File: config.mk
export PLATFORM = sky130hd
export DESIGN_NAME = flag_access_controller
export DESIGN_NICKNAME = d
export VERILOG_FILES = /design/src/rtl/flag_access_controller.sv
export SDC_FILE = /design/constraint.sdc
export NUM_CORES = 1
export LEC_CHECK = 0
export ABC_AREA = 1
export CORE_ASPECT_RATIO = 0.9
export CORE_MARGIN = 2
export CORE_UTILIZATION = 45
export DETAILED_ROUTE_END_ITERATION = 6
export HOLD_SLACK_MARGIN = 0.03
export PLACE_DENSITY = 0.81
export SLEW_MARGIN = 20
export SYNTH_ARGS = -nofsm -noshare
export SYNTH_HDL_FRONTEND = slang
export SYNTH_SLANG_ARGS = --single-unit
File: constraint.sdc
create_clock -name clk -period 2.8 [get_ports clk]
set_clock_uncertainty 0.2 [all_clocks]
set_input_delay 0.84 -clock clk [delete_from_list [all_inputs] [get_ports clk]]
set_output_delay 0.84 -clock clk [all_outputs]
set_load 0.05 [all_outputs]
File: src/rtl/flag_access_controller.sv
// -----------------------------------------------------------------------------
// flag_access_controller
//
// Writer side of the per-slot valid-flag store. One lookup/insert/delete
// request is handled at a time:
//   IDLE -> READ (flag store samples read addresses)
//        -> WAIT (flags valid, result computed)
//        -> RESP (write pulse on first cycle, response held until accepted)
//
// Ports
//   clk, reset          clock, synchronous active-high reset
//   req_valid/ready     request handshake (ready only in IDLE)
//   req_op              00 lookup, 01 insert, 10 delete, 11 reserved
//   req_adr_0/1         candidate slots from the two hash units
//   resp_valid/ready    response handshake
//   resp_ok             success / lookup hit
//   resp_slot           slot chosen, hit or cleared
//   resp_which          candidate index of resp_slot
//   read_adr_0/1        flag store read addresses
//   flag_in_0/1         flag store outputs (one cycle read latency)
//   write_adr/en/is_valid  flag store write port
//   occupancy           number of valid slots
//   fail_count          saturating count of failed inserts
// -----------------------------------------------------------------------------
module flag_access_controller #(
  parameter int SIZE  = 10,
  parameter int CNT_W = 16
) (
  input  logic              clk,
  input  logic              reset,
  input  logic              req_valid,
  output logic              req_ready,
  input  logic [1:0]        req_op,
  input  logic [SIZE-1:0]   req_adr_0,
  input  logic [SIZE-1:0]   req_adr_1,
  output logic              resp_valid,
  input  logic              resp_ready,
  output logic              resp_ok,
  output logic [SIZE-1:0]   resp_slot,
  output logic              resp_which,
  output logic [SIZE-1:0]   read_adr_0,
  output logic [SIZE-1:0]   read_adr_1,
  input  logic              flag_in_0,
  input  logic              flag_in_1,
  output logic [SIZE-1:0]   write_adr,
  output logic              write_en,
  output logic              write_is_valid,
  output logic [SIZE:0]     occupancy,
  output logic [CNT_W-1:0]  fail_count
);

  typedef enum logic [1:0] {
    ST_IDLE = 2'b00,
    ST_READ = 2'b01,
    ST_WAIT = 2'b10,
    ST_RESP = 2'b11
  } state_t;

  localparam logic [1:0]       OP_LOOKUP = 2'b00;
  localparam logic [1:0]       OP_INSERT = 2'b01;
  localparam logic [1:0]       OP_DELETE = 2'b10;
  localparam logic [SIZE:0]    OCC_MAX   = {1'b1, {SIZE{1'b0}}};
  localparam logic [SIZE:0]    OCC_ZERO  = {(SIZE+1){1'b0}};
  localparam logic [SIZE:0]    OCC_ONE   = {{SIZE{1'b0}}, 1'b1};
  localparam logic [CNT_W-1:0] CNT_MAX   = {CNT_W{1'b1}};
  localparam logic [CNT_W-1:0] CNT_ONE   = {{(CNT_W-1){1'b0}}, 1'b1};
  localparam logic [SIZE-1:0]  ADR_ZERO  = {SIZE{1'b0}};

  state_t            state_r, state_s;
  logic              capture_s;
  logic [1:0]        op_r;
  logic [SIZE-1:0]   adr0_r, adr1_r;

  logic              req_ready_r, req_ready_s;
  logic              resp_valid_r, resp_valid_s;
  logic              resp_ok_r, resp_ok_s;
  logic [SIZE-1:0]   resp_slot_r, resp_slot_s;
  logic              resp_which_r, resp_which_s;
  logic [SIZE-1:0]   write_adr_r, write_adr_s;
  logic              write_en_r, write_en_s;
  logic              write_is_valid_r, write_is_valid_s;
  logic [SIZE:0]     occupancy_r, occupancy_s;
  logic [CNT_W-1:0]  fail_count_r, fail_count_s;

  // State register
  always_ff @(posedge clk) begin
    if (reset) begin
      state_r <= ST_IDLE;
    end else begin
      state_r <= state_s;
    end
  end

  // Request latch; read addresses come straight from here
  always_ff @(posedge clk) begin
    if (reset) begin
      op_r   <= 2'b00;
      adr0_r <= ADR_ZERO;
      adr1_r <= ADR_ZERO;
    end else if (capture_s) begin
      op_r   <= req_op;
      adr0_r <= req_adr_0;
      adr1_r <= req_adr_1;
    end else begin
      op_r   <= op_r;
      adr0_r <= adr0_r;
      adr1_r <= adr1_r;
    end
  end

  // Next-state and next-output decision
  always_comb begin
    state_s          = state_r;
    capture_s        = 1'b0;
    req_ready_s      = req_ready_r;
    resp_valid_s     = resp_valid_r;
    resp_ok_s        = resp_ok_r;
    resp_slot_s      = resp_slot_r;
    resp_which_s     = resp_which_r;
    write_adr_s      = write_adr_r;
    write_en_s       = 1'b0;          // write is a one-cycle pulse
    write_is_valid_s = write_is_valid_r;
    occupancy_s      = occupancy_r;
    fail_count_s     = fail_count_r;

    case (state_r)
      ST_IDLE: begin
        if (req_valid) begin
          state_s     = ST_READ;
          capture_s   = 1'b1;
          req_ready_s = 1'b0;
        end else begin
          state_s     = ST_IDLE;
        end
      end

      ST_READ: begin
        state_s = ST_WAIT;
      end

      ST_WAIT: begin
        state_s      = ST_RESP;
        resp_valid_s = 1'b1;
        resp_ok_s    = 1'b0;
        resp_slot_s  = adr0_r;
        resp_which_s = 1'b0;
        case (op_r)
          OP_LOOKUP: begin
            resp_ok_s    = flag_in_0 | flag_in_1;
            resp_which_s = ~flag_in_0;
            resp_slot_s  = flag_in_0 ? adr0_r : adr1_r;
          end
          OP_INSERT: begin
            // Candidate 1 is only considered when candidate 0 is taken, so
            // adr_0 == adr_1 with the slot taken falls through to a failure.
            if (!flag_in_0) begin
              resp_ok_s        = 1'b1;
              write_en_s       = 1'b1;
              write_adr_s      = adr0_r;
              write_is_valid_s = 1'b1;
              occupancy_s      = (occupancy_r != OCC_MAX) ? occupancy_r + OCC_ONE : occupancy_r;
            end else if (!flag_in_1) begin
              resp_ok_s        = 1'b1;
              resp_slot_s      = adr1_r;
              resp_which_s     = 1'b1;
              write_en_s       = 1'b1;
              write_adr_s      = adr1_r;
              write_is_valid_s = 1'b1;
              occupancy_s      = (occupancy_r != OCC_MAX) ? occupancy_r + OCC_ONE : occupancy_r;
            end else begin
              fail_count_s     = (fail_count_r != CNT_MAX) ? fail_count_r + CNT_ONE : fail_count_r;
            end
          end
          OP_DELETE: begin
            resp_ok_s        = flag_in_0;
            write_en_s       = 1'b1;
            write_adr_s      = adr0_r;
            write_is_valid_s = 1'b0;
            if (flag_in_0 && (occupancy_r != OCC_ZERO)) begin
              occupancy_s = occupancy_r - OCC_ONE;
            end else begin
              occupancy_s = occupancy_r;
            end
          end
          default: begin
            resp_ok_s = 1'b0;  // reserved op: no write, counters untouched
          end
        endcase
      end

      ST_RESP: begin
        if (resp_ready) begin
          state_s      = ST_IDLE;
          resp_valid_s = 1'b0;
          req_ready_s  = 1'b1;
        end else begin
          state_s      = ST_RESP;
        end
      end

      default: begin
        state_s      = ST_IDLE;
        resp_valid_s = 1'b0;
        req_ready_s  = 1'b1;
      end
    endcase
  end

  // Registered outputs and counters
  always_ff @(posedge clk) begin
    if (reset) begin
      req_ready_r      <= 1'b1;
      resp_valid_r     <= 1'b0;
      resp_ok_r        <= 1'b0;
      resp_slot_r      <= ADR_ZERO;
      resp_which_r     <= 1'b0;
      write_adr_r      <= ADR_ZERO;
      write_en_r       <= 1'b0;
      write_is_valid_r <= 1'b0;
      occupancy_r      <= OCC_ZERO;
      fail_count_r     <= {CNT_W{1'b0}};
    end else begin
      req_ready_r      <= req_ready_s;
      resp_valid_r     <= resp_valid_s;
      resp_ok_r        <= resp_ok_s;
      resp_slot_r      <= resp_slot_s;
      resp_which_r     <= resp_which_s;
      write_adr_r      <= write_adr_s;
      write_en_r       <= write_en_s;
      write_is_valid_r <= write_is_valid_s;
      occupancy_r      <= occupancy_s;
      fail_count_r     <= fail_count_s;
    end
  end

  assign req_ready      = req_ready_r;
  assign resp_valid     = resp_valid_r;
  assign resp_ok        = resp_ok_r;
  assign resp_slot      = resp_slot_r;
  assign resp_which     = resp_which_r;
  assign read_adr_0     = adr0_r;
  assign read_adr_1     = adr1_r;
  assign write_adr      = write_adr_r;
  assign write_en       = write_en_r;
  assign write_is_valid = write_is_valid_r;
  assign occupancy      = occupancy_r;
  assign fail_count     = fail_count_r;

endmodule

# Word-level counts from Yosys, hierarchy flattened
# Cells that the tools add are included.
# word_totals
reg_bits,77
input_bits,28
output_inout_bits,73
# op_classes
n_addsub,3
eq_ne,11
mux,31
n_bitwise,3
n_reduce_logical,13
# op_table
op,count
10-bit 2-to-1 mux,5
11-bit 2-to-1 mux,4
10-bit one-hot mux with 2 select lines,2
11-bit one-hot mux with 2 select lines,1
"16-bit by 1-bit adder with 16-bit output, second input constant",1
"16-bit inequality test, second input constant",1
"11-bit by 1-bit adder with 11-bit output, second input constant",1
1-bit 2-to-1 mux,11
"11-bit inequality test, second input constant",1
11-bit nonzero test,1
"11-bit by 1-bit subtractor with 11-bit output, second input constant",1
1-bit one-hot mux with 2 select lines,5
2-bit one-hot mux with 4 select lines,1
"2-bit == test, second input constant",3
"2-bit inequality test, second input constant",3
3-bit AND reduction,2
2-bit nonzero test,3
5-bit AND reduction,1
"2-bit by 1-bit == test with 1-bit output, second input constant",2
2-bit logical NOT,2
4-bit AND reduction,1
"3-bit inequality test, second input constant",1
1-bit one-hot mux with 3 select lines,1
2-bit 2-to-1 mux,1
5 further kinds,6

# Depth between registers and ports, before layout
# Gate-level depths: netlist of run 1.
# depth
depth_word,5
mapped_depth,16
ltp_nobuf,14

# Worst setup path after synthesis of run 1
# OpenSTA, ideal clock, no wires.
# synth_timing
kind,reg2reg
from,register op_r[0]
to,register occupancy_r[10] (netlist: occupancy[10])
setup_time_ps,131
t_arrival_ps,1833
t_required_ps,2469
path_slack_ps,637
path_stages_with_launch,17
n_path_buf,2
period_less_slack_ps,2163
path_cell_list,dfxtp_1 > inv_1 > ha_1 > buf_4 > buf_8 > xor2_2 > ha_1 > inv_1 > nand2_1 > nand3_1 > nand2_1 > nand3_1 > nand2_1 > nand2_1 > nand2_1 > nand2_2 > a21oi_2
# synth_via
elab_chain_cells,3
# synth_lines
element,line,source
"start, declared",71,logic [1:0] op_r;
"start signal, assigned",101,op_r <= req_op;
"start signal, assigned",105,op_r <= op_r;
2-bit by 1-bit == test with 1-bit output or 2-bit == test (tied branches),147,case (op_r)
"3-bit inequality test (no line), or another cell as far along",--,
4-bit AND reduction (no line),--,
"end signal, assigned",231,occupancy_r <= occupancy_s;
"end, declared",82,"logic [SIZE:0] occupancy_r, occupancy_s;"
# Parallel ways exist; a longest one is shown, timed or not.
# A chain may end at the register's enable or synchronous reset.

# Worst setup path after layout of run 1
# layout_timing
from,register occupancy_r[0] (netlist: occupancy[0])
to,output port occupancy[0]
# layout_rtl
element,line,source
"end, declared",48,"output logic [SIZE:0] occupancy,"
# No word-level cell between the ends.

==> metrics, run 1 <==
hold_buf cts=0; Worst Hold Class=reg2reg; GP Congestion=0.920; Worst setup SP type=flop; RSZ-0062 raised after global routing=no; Fin Setup TNS=0 ns; Layout fillers=784; DRC=0; clock slew at reported path FFs=0.08 ns; gr usage total=0.242; worst-path fanout max=8; Routed WL=11300 µm; worst vdd ir=0.346 mV; Ys Warns=0; Max Buffers Root-to-Sink=2; IO Port Bufs=100; Syn Area/Cell=6.90 µm²; total power=2.99 mW; fraction of layout cells with a size suffix above 1=0.0793; DP HPWL=8380 µm; aggregate global routing overflow=0; fin nets=712; max_cap viols=0; Via density=5.26; reg-to-reg setup timing slack=0.35 ns; Seq/Total Area, Yosys=0.389; worst-path cell chain=clkdlybuf4s50_1; initial core utilization=0.462; CTS H-tree depth=3; Period minus WS final=2.73 ns; CP Depth=1; diodes inserted=0; number of I/O pins=101; Avg WL per Cell=14.1 µm; row cnt=32; first-pass GRT wire length=18600 µm; final setup violating endpoints=0; CP Launch Point=occupancy[0]; CP max-delay cell=clkdlybuf4s50_1; hold path depth=2; area occupied by registers=1540 µm²; Die X=103 µm; Slew headroom=0.624; synthesized area=3960 µm²; drt initial violations=211; CP bufs+invs=1; Mapped Nets=609; Final Cycle Share=0.974; Setup CP Type=reg2out; Synth Register Bits=77; clk root buf=clkbuf_8; TritonCTS buffer count=9; CTS tree=yes; Reg2Reg Depth=13; core area=8570 µm²; DR vias=4209; die area=9560 µm²; Yosys cell types=39; top cell family by delay on the critical path=buffers and inverters; reg2reg start=op_r[0]; commonest non-fill, non-tap cell in the layout=nand2_1; Area Overhead vs Synth=34.7%; crit end category=output port; Data required, critical path=1.76 ns; worst-margin pin slew=0.562 ns; outcome=finished, final reports clean; worst skew pair latency=0.35 ns; Die Span Y=93.0 µm; Pleak=2.13 nW; WP data arrival=1.69 ns; Synth Instances=574; Worst Setup EP=occupancy[0]; f_max=367 MHz; commonest cells after routing, fill and taps aside=nand2_1, clkdlybuf4s50_1, nor2_1; Crit path largest cell delay=0.86 ns; final hold violation count=0; footprint of the multi-input gates=2040 µm²; largest net degree at the start of global routing=23; clock tree sinks=77; Critical R2R Capture=occupancy[10]; initial antenna violation count=0; vias in the first global route=4074; Slew Limit Fails=0; Placed Instances=785; drt first pass iters=5; DRT antenna net count=0; PwrDens=561 nW/µm²; fin cells=800
-- final cells by class --
type / count / area share
timing repair buffer: 116 / 0.211
clock buffer: 10 / 0.0258
multi-input combinational: 412 / 0.383
sequential: 77 / 0.289
inverter: 61 / 0.0429
clock inverter: 5 / 0.0202
tap: 119 / 0.0279
-- repair_timing --
action / 4_1_cts / 5_1_grt
resized for setup: 0 / 1
setup endpoints to repair: 0 / 1
buffers inserted: 0 / 0
hold endpoints to repair: 0 / 0
-- cells by family after synthesis --
family	after synthesis	share of synthesized area
simple gates	277	0.297
xor+xnor	14	0.0348
fa+ha+maj	7	0.0221
buf+inv	85	0.0942
flops	77	0.389
compound gates	114	0.162
-- through the flow --
step / cell area (µm²) / util / worst slack [ns] / hold WS (ns)
detailed placement: 5080 / 0.593 / 0.0533 / 0.255
CTS: 5330 / 0.622 / 0.0433 / 0.277
global placement: 5080 / 0.593 / 0.107 / 0.241
floorplan: 3960 / - / 0.637 / 0.270
finish: 5330 / 0.622 / 0.0729 / 0.269
global route: 5330 / 0.622 / 0.00651 / 0.314
-- how the worst min path moves through the flow --
| stage | start | end |
|---|---|---|
| global route | fail_count[13] | fail_count[13] |
| global placement | req_ready | req_ready |
| finish | req_ready | req_ready |
| floorplan | state_r[1] | state_r[0] |
| CTS | req_ready | req_ready |
| detailed placement | req_ready | req_ready |
-- metal layers --
layer,GRT usage,wire length (µm),up-vias
met2,0.403,5390,164
met1,0.310,4800,1951
met5,0,0,-
met4,0.0757,214,0
met3,0.0553,872,24
li1,-,-,2070
-- synth_stat cells --
master / number / area share
ha_1: 7 / 0.022
clkbuf_1: 15 / 0.014
nor3b_1: 1 / 0.0019
buf_4: 2 / 0.0038
dfxtp_1: 77 / 0.39
nand2_2: 3 / 0.0047
nand4_1: 6 / 0.0095
nand3_1: 44 / 0.056
o311ai_0: 1 / 0.0022
o21ai_1: 1 / 0.0013
buf_8: 1 / 0.0038
and3_1: 1 / 0.0016
o21ai_0: 54 / 0.068
o21bai_1: 2 / 0.0038
clkinv_1: 1 / 0.00095
buf_6: 2 / 0.0057
buf_12: 1 / 0.0051
nand2_4: 1 / 0.0028
a211oi_1: 2 / 0.0038
xor2_2: 2 / 0.0082
xor2_1: 7 / 0.015
nor2_4: 1 / 0.0028
inv_1: 57 / 0.054
o22ai_2: 1 / 0.0032
nor2_2: 5 / 0.0079
nor3_2: 2 / 0.0051
a221oi_1: 5 / 0.011
nand2_1: 118 / 0.11
o21ai_2: 3 / 0.0066
or2_0: 1 / 0.0016
a21oi_1: 31 / 0.039
nor3_1: 4 / 0.0051
nor2_1: 89 / 0.084
nand3_2: 1 / 0.0025
a21oi_2: 1 / 0.0022
inv_2: 3 / 0.0028
xnor2_1: 5 / 0.011
buf_2: 3 / 0.0038
a31oi_1: 13 / 0.021
-- flip-flops by register name (all words and copies together) (netlist names), 2 cells and up --
signal / count
fail_count: 16
occupancy: 11
read_adr_0: 10
read_adr_1: 10
resp_slot: 10
write_adr: 10
op_r: 2
state_r: 2
-- report_power, final --
| part | switching [mW] | total [mW] | internal [mW] |
|---|---|---|---|
| logic | 0.484 | 0.734 | 0.250 |
| registers | 0.0712 | 1.23 | 1.16 |
| clock network | 0.410 | 1.03 | 0.616 |
Power figures use the tool's default switching activity.
==> run 2, diff against run 1 <==
--- a/config.mk
+++ b/config.mk
@@ -12,7 +12,7 @@
 export DETAILED_ROUTE_END_ITERATION = 6
 export HOLD_SLACK_MARGIN = 0.03
 export PLACE_DENSITY = 0.81
-export SLEW_MARGIN = 20
+export SLEW_MARGIN = 10
 export SYNTH_ARGS = -nofsm -noshare
 export SYNTH_HDL_FRONTEND = slang
 export SYNTH_SLANG_ARGS = --single-unit
==> results of run 2 <==
Final layout, timing and power as in run 1 (identical DEF).
